**src/rtl/awg_reg_pkg.sv**
```systemverilog
// Shared constants for the AWG register bank: address map, bit indices,
// reset values and the commit FSM state type.
package awg_reg_pkg;

  // Register addresses
  localparam logic [7:0] ADR_VERSION  = 8'h00;
  localparam logic [7:0] ADR_SCRATCH  = 8'h01;
  localparam logic [7:0] ADR_CTRL     = 8'h02;
  localparam logic [7:0] ADR_CMD      = 8'h03;
  localparam logic [7:0] ADR_STATUS   = 8'h04;
  localparam logic [7:0] ADR_LEN_SH0  = 8'h10;
  localparam logic [7:0] ADR_LEN_SH1  = 8'h11;
  localparam logic [7:0] ADR_LEN_SH2  = 8'h12;
  localparam logic [7:0] ADR_LEN_SH3  = 8'h13;
  localparam logic [7:0] ADR_GAIN_SH0 = 8'h14;
  localparam logic [7:0] ADR_GAIN_SH1 = 8'h15;

  // CMD bits
  localparam int unsigned CMD_COMMIT    = 0;
  localparam int unsigned CMD_SOFT_TRIG = 1;

  // STATUS bits
  localparam int unsigned STS_COMMIT_PEND = 0;
  localparam int unsigned STS_BUSY        = 1;
  localparam int unsigned STS_ERR_OVR     = 2;
  localparam int unsigned STS_ERR_TO      = 3;

  // CTRL bits
  localparam int unsigned CTRL_RUN_EN     = 0;
  localparam int unsigned CTRL_LOOP_EN    = 1;
  localparam int unsigned CTRL_OUT_SEL_LO = 2;
  localparam int unsigned CTRL_OUT_SEL_HI = 3;

  // Unity gain in the active/shadow gain registers
  localparam logic [15:0] GAIN_RST = 16'h4000;

  typedef enum logic [1:0] {S_IDLE, S_REQ, S_LOAD} commit_st_t;

endpackage

```
**src/rtl/awg_reg_commit_fsm.sv**
```systemverilog
// Commit handshake between the register bank and the AWG core.
// Optional request timeout enabled by defining AWG_COMMIT_TIMEOUT_EN.
module awg_reg_commit_fsm
  import awg_reg_pkg::*;
#(
  parameter int unsigned P_TO_CYCLES = 1024
) (
  input  logic clk,
  input  logic rst,
  input  logic commit_wr,
  input  logic ack,
  output logic req,
  output logic load,
  output logic commit_pend,
  output logic ovr_set,
  output logic to_set
);

  commit_st_t state_q, state_d;
  logic       to_hit;
  logic       ovr_d, to_d;
  logic       ovr_q, to_q;

`ifdef AWG_COMMIT_TIMEOUT_EN
  localparam int unsigned CntW = (P_TO_CYCLES > 2) ? $clog2(P_TO_CYCLES) : 1;

  logic [CntW-1:0] cnt_q, cnt_d;

  // Counter runs only while requesting; held at zero elsewhere so entry starts from 0
  always_comb begin
    cnt_d = '0;
    if (state_q == S_REQ) cnt_d = cnt_q + 1'b1;
  end

  // Timeout counter register
  always_ff @(posedge clk or posedge rst) begin
    if (rst) cnt_q <= '0;
    else     cnt_q <= cnt_d;
  end

  assign to_hit = (state_q == S_REQ) && (cnt_q == CntW'(P_TO_CYCLES - 1));
`else
  assign to_hit = 1'b0;
`endif

  // Next-state logic; ACK outside S_REQ is ignored
  always_comb begin
    state_d = state_q;
    to_d    = 1'b0;
    ovr_d   = commit_wr && (state_q != S_IDLE);
    case (state_q)
      S_IDLE: if (commit_wr) state_d = S_REQ;
      S_REQ: begin
        if (ack) begin
          state_d = S_LOAD;
        end else if (to_hit) begin
          state_d = S_IDLE;
          to_d    = 1'b1;
        end
      end
      S_LOAD:  state_d = S_IDLE;
      default: state_d = S_IDLE;
    endcase
  end

  // State and error pulses; pulses are registered, so a STATUS W1C can coincide with a set
  always_ff @(posedge clk or posedge rst) begin
    if (rst) begin
      state_q <= S_IDLE;
      ovr_q   <= 1'b0;
      to_q    <= 1'b0;
    end else begin
      state_q <= state_d;
      ovr_q   <= ovr_d;
      to_q    <= to_d;
    end
  end

  assign req         = (state_q == S_REQ);
  assign load        = (state_q == S_LOAD);
  assign commit_pend = (state_q != S_IDLE);
  assign ovr_set     = ovr_q;
  assign to_set      = to_q;

endmodule

```
**src/rtl/awg_reg_bank.sv**
```systemverilog
// AWG control/status register bank behind the SPI slave. LEN and GAIN are
// double-buffered and committed to the core via a REQ/ACK handshake.
// Optional commit timeout enabled by defining AWG_COMMIT_TIMEOUT_EN.
module awg_reg_bank
  import awg_reg_pkg::*;
#(
  parameter int unsigned P_ADDR_WIDTH = 8,
  parameter int unsigned P_DATA_WIDTH = 8,
  parameter logic [7:0]  P_VERSION    = 8'h10,
  parameter int unsigned P_TO_CYCLES  = 1024
) (
  input  logic                    CLK,
  input  logic                    RST,
  input  logic                    REG_WREN,
  input  logic [P_ADDR_WIDTH-1:0] REG_WADR,
  input  logic [P_DATA_WIDTH-1:0] REG_WDAT,
  input  logic                    REG_RDEN,
  input  logic [P_ADDR_WIDTH-1:0] REG_RADR,
  output logic [P_DATA_WIDTH-1:0] REG_RDAT,
  output logic                    REG_RVLD,
  output logic                    AWG_RUN_EN,
  output logic                    AWG_LOOP_EN,
  output logic [1:0]              AWG_OUT_SEL,
  output logic                    AWG_SOFT_TRIG,
  output logic [31:0]             AWG_LEN,
  output logic [15:0]             AWG_GAIN,
  input  logic                    AWG_BUSY,
  output logic                    CFG_UPD_REQ,
  input  logic                    CFG_UPD_ACK
);

  logic [7:0]  wadr, radr, wdat;
  logic        wr_cmd, wr_sts, commit_wr;
  logic        load, commit_pend, ovr_set, to_set;
  logic [7:0]  scratch_q, status, rd_byte, rdat_q;
  logic [3:0]  ctrl_q;
  logic [31:0] len_sh_q, len_q;
  logic [15:0] gain_sh_q, gain_q;
  logic        trig_q, rvld_q, err_ovr_q, err_to_q, busy_meta_q, busy_sync_q;

  assign wadr      = 8'(REG_WADR);
  assign radr      = 8'(REG_RADR);
  assign wdat      = 8'(REG_WDAT);
  assign wr_cmd    = REG_WREN && (wadr == ADR_CMD);
  assign wr_sts    = REG_WREN && (wadr == ADR_STATUS);
  assign commit_wr = wr_cmd && wdat[CMD_COMMIT];

  awg_reg_commit_fsm #(
    .P_TO_CYCLES (P_TO_CYCLES)
  ) u_commit_fsm (
    .clk         (CLK),
    .rst         (RST),
    .commit_wr   (commit_wr),
    .ack         (CFG_UPD_ACK),
    .req         (CFG_UPD_REQ),
    .load        (load),
    .commit_pend (commit_pend),
    .ovr_set     (ovr_set),
    .to_set      (to_set)
  );

  // Writable registers: scratch, ctrl and the LEN/GAIN shadow bytes
  always_ff @(posedge CLK or posedge RST) begin
    if (RST) begin
      scratch_q <= 8'h00;
      ctrl_q    <= 4'h0;
      len_sh_q  <= 32'd0;
      gain_sh_q <= GAIN_RST;
    end else if (REG_WREN) begin
      case (wadr)
        ADR_SCRATCH:  scratch_q       <= wdat;
        ADR_CTRL:     ctrl_q          <= wdat[3:0];
        ADR_LEN_SH0:  len_sh_q[7:0]   <= wdat;
        ADR_LEN_SH1:  len_sh_q[15:8]  <= wdat;
        ADR_LEN_SH2:  len_sh_q[23:16] <= wdat;
        ADR_LEN_SH3:  len_sh_q[31:24] <= wdat;
        ADR_GAIN_SH0: gain_sh_q[7:0]  <= wdat;
        ADR_GAIN_SH1: gain_sh_q[15:8] <= wdat;
        default: ;
      endcase
    end
  end

  // Active copies load from the shadow values held during the load cycle
  always_ff @(posedge CLK or posedge RST) begin
    if (RST) begin
      len_q  <= 32'd0;
      gain_q <= GAIN_RST;
    end else if (load) begin
      len_q  <= len_sh_q;
      gain_q <= gain_sh_q;
    end
  end

  // Soft trigger pulse, sticky errors (set beats W1C) and busy synchroniser
  always_ff @(posedge CLK or posedge RST) begin
    if (RST) begin
      trig_q      <= 1'b0;
      err_ovr_q   <= 1'b0;
      err_to_q    <= 1'b0;
      busy_meta_q <= 1'b0;
      busy_sync_q <= 1'b0;
    end else begin
      trig_q      <= wr_cmd && wdat[CMD_SOFT_TRIG];
      err_ovr_q   <= ovr_set || (err_ovr_q && !(wr_sts && wdat[STS_ERR_OVR]));
      err_to_q    <= to_set || (err_to_q && !(wr_sts && wdat[STS_ERR_TO]));
      busy_meta_q <= AWG_BUSY;
      busy_sync_q <= busy_meta_q;
    end
  end

  // STATUS view
  always_comb begin
    status                  = 8'h00;
    status[STS_COMMIT_PEND] = commit_pend;
    status[STS_BUSY]        = busy_sync_q;
    status[STS_ERR_OVR]     = err_ovr_q;
    status[STS_ERR_TO]      = err_to_q;
  end

  // Read mux over current register values, so same-cycle writes are not visible
  always_comb begin
    rd_byte = 8'h00;
    case (radr)
      ADR_VERSION:  rd_byte = P_VERSION;
      ADR_SCRATCH:  rd_byte = scratch_q;
      ADR_CTRL:     rd_byte = {4'h0, ctrl_q};
      ADR_STATUS:   rd_byte = status;
      ADR_LEN_SH0:  rd_byte = len_sh_q[7:0];
      ADR_LEN_SH1:  rd_byte = len_sh_q[15:8];
      ADR_LEN_SH2:  rd_byte = len_sh_q[23:16];
      ADR_LEN_SH3:  rd_byte = len_sh_q[31:24];
      ADR_GAIN_SH0: rd_byte = gain_sh_q[7:0];
      ADR_GAIN_SH1: rd_byte = gain_sh_q[15:8];
      default:      rd_byte = 8'h00;
    endcase
  end

  // Read data register holds until the next read; valid is a 1-cycle pulse
  always_ff @(posedge CLK or posedge RST) begin
    if (RST) begin
      rdat_q <= 8'h00;
      rvld_q <= 1'b0;
    end else begin
      rvld_q <= REG_RDEN;
      if (REG_RDEN) rdat_q <= rd_byte;
    end
  end

  assign REG_RDAT      = P_DATA_WIDTH'(rdat_q);
  assign REG_RVLD      = rvld_q;
  assign AWG_RUN_EN    = ctrl_q[CTRL_RUN_EN];
  assign AWG_LOOP_EN   = ctrl_q[CTRL_LOOP_EN];
  assign AWG_OUT_SEL   = ctrl_q[CTRL_OUT_SEL_HI:CTRL_OUT_SEL_LO];
  assign AWG_SOFT_TRIG = trig_q;
  assign AWG_LEN       = len_q;
  assign AWG_GAIN      = gain_q;

endmodule

```
**config.mk**
```make
export PLATFORM = sky130hd
export DESIGN_NAME = awg_reg_bank
export DESIGN_NICKNAME = d
export VERILOG_FILES = /design/src/rtl/awg_reg_pkg.sv /design/src/rtl/awg_reg_commit_fsm.sv /design/src/rtl/awg_reg_bank.sv
export SDC_FILE = /design/constraint.sdc
export NUM_CORES = 1
export LEC_CHECK = 0
export ABC_CLOCK_PERIOD_IN_PS = 4600
export CAP_MARGIN = 10
export CORE_AREA = 2 2 104 106
export CTS_CLUSTER_DIAMETER = 150
export CTS_CLUSTER_SIZE = 10
export DETAILED_ROUTE_END_ITERATION = 12
export DIE_AREA = 0 0 106 108
export PLACE_DENSITY = 0.87
export SLEW_MARGIN = 10
export SYNTH_ARGS = -nofsm -noshare
export SYNTH_HDL_FRONTEND = slang
export SYNTH_SLANG_ARGS = --single-unit
```
**constraint.sdc**
```tcl
create_clock -name CLK -period 4.6 [get_ports CLK]
set_clock_uncertainty 0.2 [all_clocks]
set_input_delay 0.46 -clock CLK [delete_from_list [all_inputs] [get_ports CLK]]
set_output_delay 0.46 -clock CLK [all_outputs]
set_load 0.05 [all_outputs]
```
---- Yosys cells after proc, flatten, opt, wreduce, memory -nomap -nowiden ----
Cells that the tools add are included.
storage, ports and cells
  flip-flop bits (word level) ............. 125
  output and inout bits ................... 63
  word-level logic and storage cells ...... 70
cells by class
  equal/unequal tests ..................... 23
  multiplexer cells ....................... 4
  reductions and logical operators ........ 24
operators with widths
  operator                                                               count
  8-bit by 5-bit equality test with 1-bit output, second input constant  12
  8-bit one-hot mux with 10 select lines                                 1
  8-bit by 2-bit equality test with 1-bit output, second input constant  3
  2-bit AND reduction                                                    9
  8-bit by 1-bit equality test with 1-bit output, second input constant  2
  8-bit by 3-bit equality test with 1-bit output, second input constant  2
  1-bit logical AND                                                      9
  8-bit logical NOT                                                      1
  2-bit 2-to-1 mux                                                       2
  2-bit by 1-bit != test with 1-bit output, second input constant        2
  2-bit one-hot mux with 2 select lines                                  1
  2-bit by 1-bit equality test with 1-bit output, second input constant  1
  2-bit equality test, second input constant                             1
  1-bit logical NOT                                                      2
  2-bit logical NOT                                                      1
  2-bit nonzero test                                                     1
  1-bit logical OR                                                       1

---- Longest topological paths before layout ----
  depth in word-level cells ............... 6
  depth in mapped cells ................... 7
  gate-level depth less buffers ........... 5

---- Cells and area by module ----
Synthesis repeated with hierarchy kept, for this count alone.
unflattened totals
  cells, all modules ...................... 396
  area total of the unflattened synthesis .. 5,471.5 µm²
modules (own cells, without submodules)
  module              times used  cells an instance  area an instance (µm²)  seq. area each (µm²)
  awg_reg_bank        1           383                5,333.9                 3,055.4
  awg_reg_commit_fsm  1           13                 137.6                   75.1

---- Least setup slack after synthesis ----
No wires, ideal clock.
  kind .................................... input -> register
  start point ............................. input port REG_WADR[5]
  end point ............................... register len_sh_q[10]
  setup time .............................. 0.125 ns
  arrival time ............................ 1.632 ns
  path slack .............................. 2.643 ns
  stages .................................. 4
  path buffers ............................ 0
  cells stage by stage .................... nor3_1 > nand4_2 > nor4_4 > mux2_2
between the ends
  cells in the longest elaborated chain, start to end .. 2
ends and longest elaborated chain
  item                                            line                source
  start: declaration                              awg_reg_bank.sv:15  input logic [P_ADDR_WIDTH-1:0] REG_WADR,
  8-bit by 5-bit equality test with 1-bit output  awg_reg_bank.sv:70  case (wadr)
  2-bit AND reduction (no source line)            -
  end signal: assignment                          awg_reg_bank.sv:74  ADR_LEN_SH1: len_sh_q[15:8] <= wdat;
  end: declaration                                awg_reg_bank.sv:37  logic [31:0] len_sh_q, len_q;
Every way passes these cells.
A chain may end at the register's enable or synchronous reset.

---- Final worst setup path ----
  start point ............................. register u_commit_fsm.state_q[1]
  end point ............................... output port CFG_UPD_REQ
between the ends
  cells in the longest elaborated chain, start to end .. 1
ends and longest elaborated chain
  item                                            line                      source
  start: declaration                              awg_reg_commit_fsm.sv:19  commit_st_t state_q, state_d;
  start signal: assignment                        awg_reg_commit_fsm.sv:73  state_q <= state_d;
  2-bit by 1-bit equality test with 1-bit output  awg_reg_commit_fsm.sv:79  assign req = (state_q == S_REQ);
  end: declaration                                awg_reg_bank.sv:28        output logic CFG_UPD_REQ,
Every way passes these cells.

==> impl_summary.md <==
Power
The cell-internal power is 0.00201 W. Summed over all nets, the switching power comes to ~0.00059 W. Of the total power, the share spent switching nets is 0.225. The power density over the cells is 371 mW/mm2.

The post-route total power is 0.00260 W. Across the VDD grid, the largest voltage drop is 0.184 mV. The clock group share of total power is 0.497. Summed over all cells, the static leakage comes to 3.21 nW.

The combinational fraction of design power is 0.060. The share of total power in sequential cells is 0.443.

Die
The cell row count is 37. In this run the standard cell core region covers about 0.01 mm2. The x dimension of the die is between 100 and 150 um.

The die covers 0.0114 mm2. The initial utilization of the core area, before any placement, comes to 0.528. 93 I/O pins were placed. The vertical extent of the die is 108 um.

Critical path
The critical path's largest stage delay is between 0.8 and 0.9 ns. The slowest stage of the critical path is the sky130_fd_sc_hd__clkdlybuf4s50_1 cell. The class of the most critical setup path is reg -> out. In this run the worst path has a maximum fanout of 3. The category of the worst setup path capture point is an output pin. On the critical path the largest part of the delay comes from buffers and inverters. The total buffers and inverters traversed by the critical path is 1.

STA classifies the critical path startpoint as a flop. Traced cell by cell, the critical path runs through nor2b_1 -> clkdlybuf4s50_1. Data arrives at the worst endpoint at 1.95 ns. The slack of the worst reg-to-reg path is 2.53 ns. STA puts the critical path data required time at 3.94 ns.

Run status
The flow ran to the end, and the final reports show no timing, DRC or antenna violations.

Synth
The share of the synthesized area in the top cell type is 0.570. The synthesized instance count is 385. The share of flip-flops with an asynchronous set or reset is 1.00. The netlist uses 48 different library cells. Yosys attributes the largest share of cell area to sky130_fd_sc_hd__dfrtp_1 57%, sky130_fd_sc_hd__mux2_2 24%, sky130_fd_sc_hd__a22oi_1 2.1%.

For this run, the register share of the synthesized area comes to 0.580. sky130_fd_sc_hd__dfrtp_1 takes more of the synthesized area than any other cell. The most used flip-flop cell after synthesis is sky130_fd_sc_hd__dfrtp_1. The synthesized design contains 125 register bits.

The synthesized area per cell is 14.0 um2. The number of synthesized flops with an enable pin is 0. The Yosys step of the flow raised 0 warnings. The net count after synthesis is about 420.

The post-synthesis instance area is approximately 0.0054 mm2.

Final layout
Leaving out fill and tap cells, the most frequent cells in the layout are 123 x sky130_fd_sc_hd__dfrtp_1, 116 x sky130_fd_sc_hd__mux2_2, 92 x sky130_fd_sc_hd__clkdlybuf4s50_1. The post-layout net count is 510. In the final layout, the share of cells above drive strength 1 is 0.339. The area growth from synthesis to layout is 29.8%.

For this run, the number of standard cells in the final layout without fillers is 629. The leading cell type in the layout, fill and taps excluded is sky130_fd_sc_hd__dfrtp_1. Measured on the finished design, the core utilization comes to 0.685. 0 antenna diodes ended up in the layout.

Worst hold path
The type of the tightest min-delay check is reg -> reg.

Detailed routing
The routed layout has 3661 vias. The number of antenna-violating nets in the routed design is 0. The number of design rule violations left after detail routing is 0.

Dividing the detail-routed wire length by the instance count gives 20.9 um. Before antenna repair, the detailed router went through 5 iterations. The total wire length is roughly 13000 um. For this block, the initial DRC count from the detailed router was 257. In the routed layout, each cell is associated on average with a via count of 5.82.

STA
The total negative setup slack is 0 ns. The peak clock frequency supported by timing is about 380 MHz. Setup repair after global routing left no endpoint under its margin. The final number of hold-violating endpoints is 0. The setup-violating endpoint count in the final report is 0. For the pin with the worst max-slew slack, the measured transition is between 1 and 1.5 ns. The final-report max-slew violation count is 0. The shortest period the worst path allows is 2.61 ns.

The worst-case headroom to the max-slew limit is 0.198. The tightest hold path in the finished design has a slack of 0.148 ns. The share of the clock period used by the worst path is 0.568.

CTS
The TritonCTS buffer count is 17. The clock root buffer is sky130_fd_sc_hd__clkbuf_8. The clock latency reported for the late side of the worst-skew pair is 0.53 ns. The post-cts sizing count is 0.

The largest buffer count on any clock path is 2. The hold buffer count at cts is 0. The H-tree was split into 4 levels.

The clock slew seen by the registers of the worst setup and hold paths is approximately 0.060 ns. The clock drives approximately 130 sinks. The post-CTS setup buffer count is 0.

The TritonCTS clock tree is built.

Global route
Entering global routing, the biggest net connects 75 pins. Global routing finished with a remaining overflow of 0. The number of global-route vias before repair is ~3900. Across every metal layer, demand over resource in global routing totals 0.246. The initial antenna violation count is 0. The wire length of the first global-routing pass is 20700 um.

Job
Max-cap violations in this run came to 0.

Placement
Once detailed placement completed, the half-perimeter wirelength came to 9020 um. The number of buffers inserted by port buffering is 92. The congestion estimate from routability-driven global placement came to 0.914.

The instance count after placement with tap cells included is around 600.
[sequential cells by signal, indices dropped and copies added (netlist names), 2 cells and up]
signal / cells
REG_RDAT: 8
scratch_q: 8
ctrl_q: 4
AWG_LEN: 32
u_commit_fsm.state_q: 2
gain_sh_q: 16
AWG_GAIN: 16
len_sh_q: 32
[path summary, 6_finish.rpt]
kind / startpoint / to / cells past startpoint
setup / recovery: u_commit_fsm.state_q[1] / CFG_UPD_REQ / 2
hold / removal: busy_meta_q / busy_sync_q / 0
setup reg to reg: u_commit_fsm.state_q[0] / AWG_LEN[28] / 2
hold reg to reg: busy_meta_q / busy_sync_q / 0
max in group asynchronous: RST / AWG_LEN[12] / 3
min in group asynchronous: RST / AWG_GAIN[0] / 2
[cell type report]
class | count | area, um2
Fill cell | 730 | 3220
Sequential cell | 125 | 3130
Multi-Input combinational cell | 237 | 2180
Timing Repair Buffer | 95 | 943
Clock buffer | 20 | 425
Tap cell | 136 | 170
Clock inverter | 12 | 146
Inverter | 4 | 17.5
[kinds of logic after synthesis]
kind of cell           after synthesis  synth area share
flip-flops                         125             0.580
multiplexers                       119             0.247
AND/OR/NAND/NOR                     64            0.0801
AO/OA/AOI/OAI                       54            0.0748
buffers and inverters               23            0.0181
[per-layer routing]
metal	track usage	up-vias	wire (um)
met4	0.123	0	318
met3	0.0603	30	778
met1	0.309	1862	5380
met5	0	-	0
li1	-	1628	-
met2	0.401	141	6660
[metrics by stage]
stage               worst slack (ns)  cell area, um2
floorplan                      0.616            5400
global placement                1.61            6440
detailed placement              1.57            6440
CTS                             1.97            7010
global route                    1.82            7010
finish                          1.99            7010
[power groups by stage]
stage / registers [W] / clock network [W] / logic [W]
after floorplan: 0.00117 / 0 / 0.0000799
after global placement: 0.00117 / 0 / 0.000151
after detailed placement: 0.00117 / 0 / 0.000156
after CTS: 0.00115 / 0.00131 / 0.000157
after global routing: 0.00115 / 0.00136 / 0.000169
final: 0.00115 / 0.00129 / 0.000156
[synthesized netlist by cell type, types with 5 or more instances]
| cell type | count |
|---|---|
| sky130_fd_sc_hd__a21oi_1 | 7 |
| sky130_fd_sc_hd__nand2_1 | 13 |
| sky130_fd_sc_hd__o21ai_0 | 5 |
| sky130_fd_sc_hd__clkbuf_1 | 7 |
| sky130_fd_sc_hd__nor2_1 | 11 |
| sky130_fd_sc_hd__dfrtp_1 | 123 |
| sky130_fd_sc_hd__buf_2 | 9 |
| sky130_fd_sc_hd__mux2_2 | 116 |
| sky130_fd_sc_hd__a22oi_1 | 15 |
Note: power is estimated with default switching activity, not from simulation.
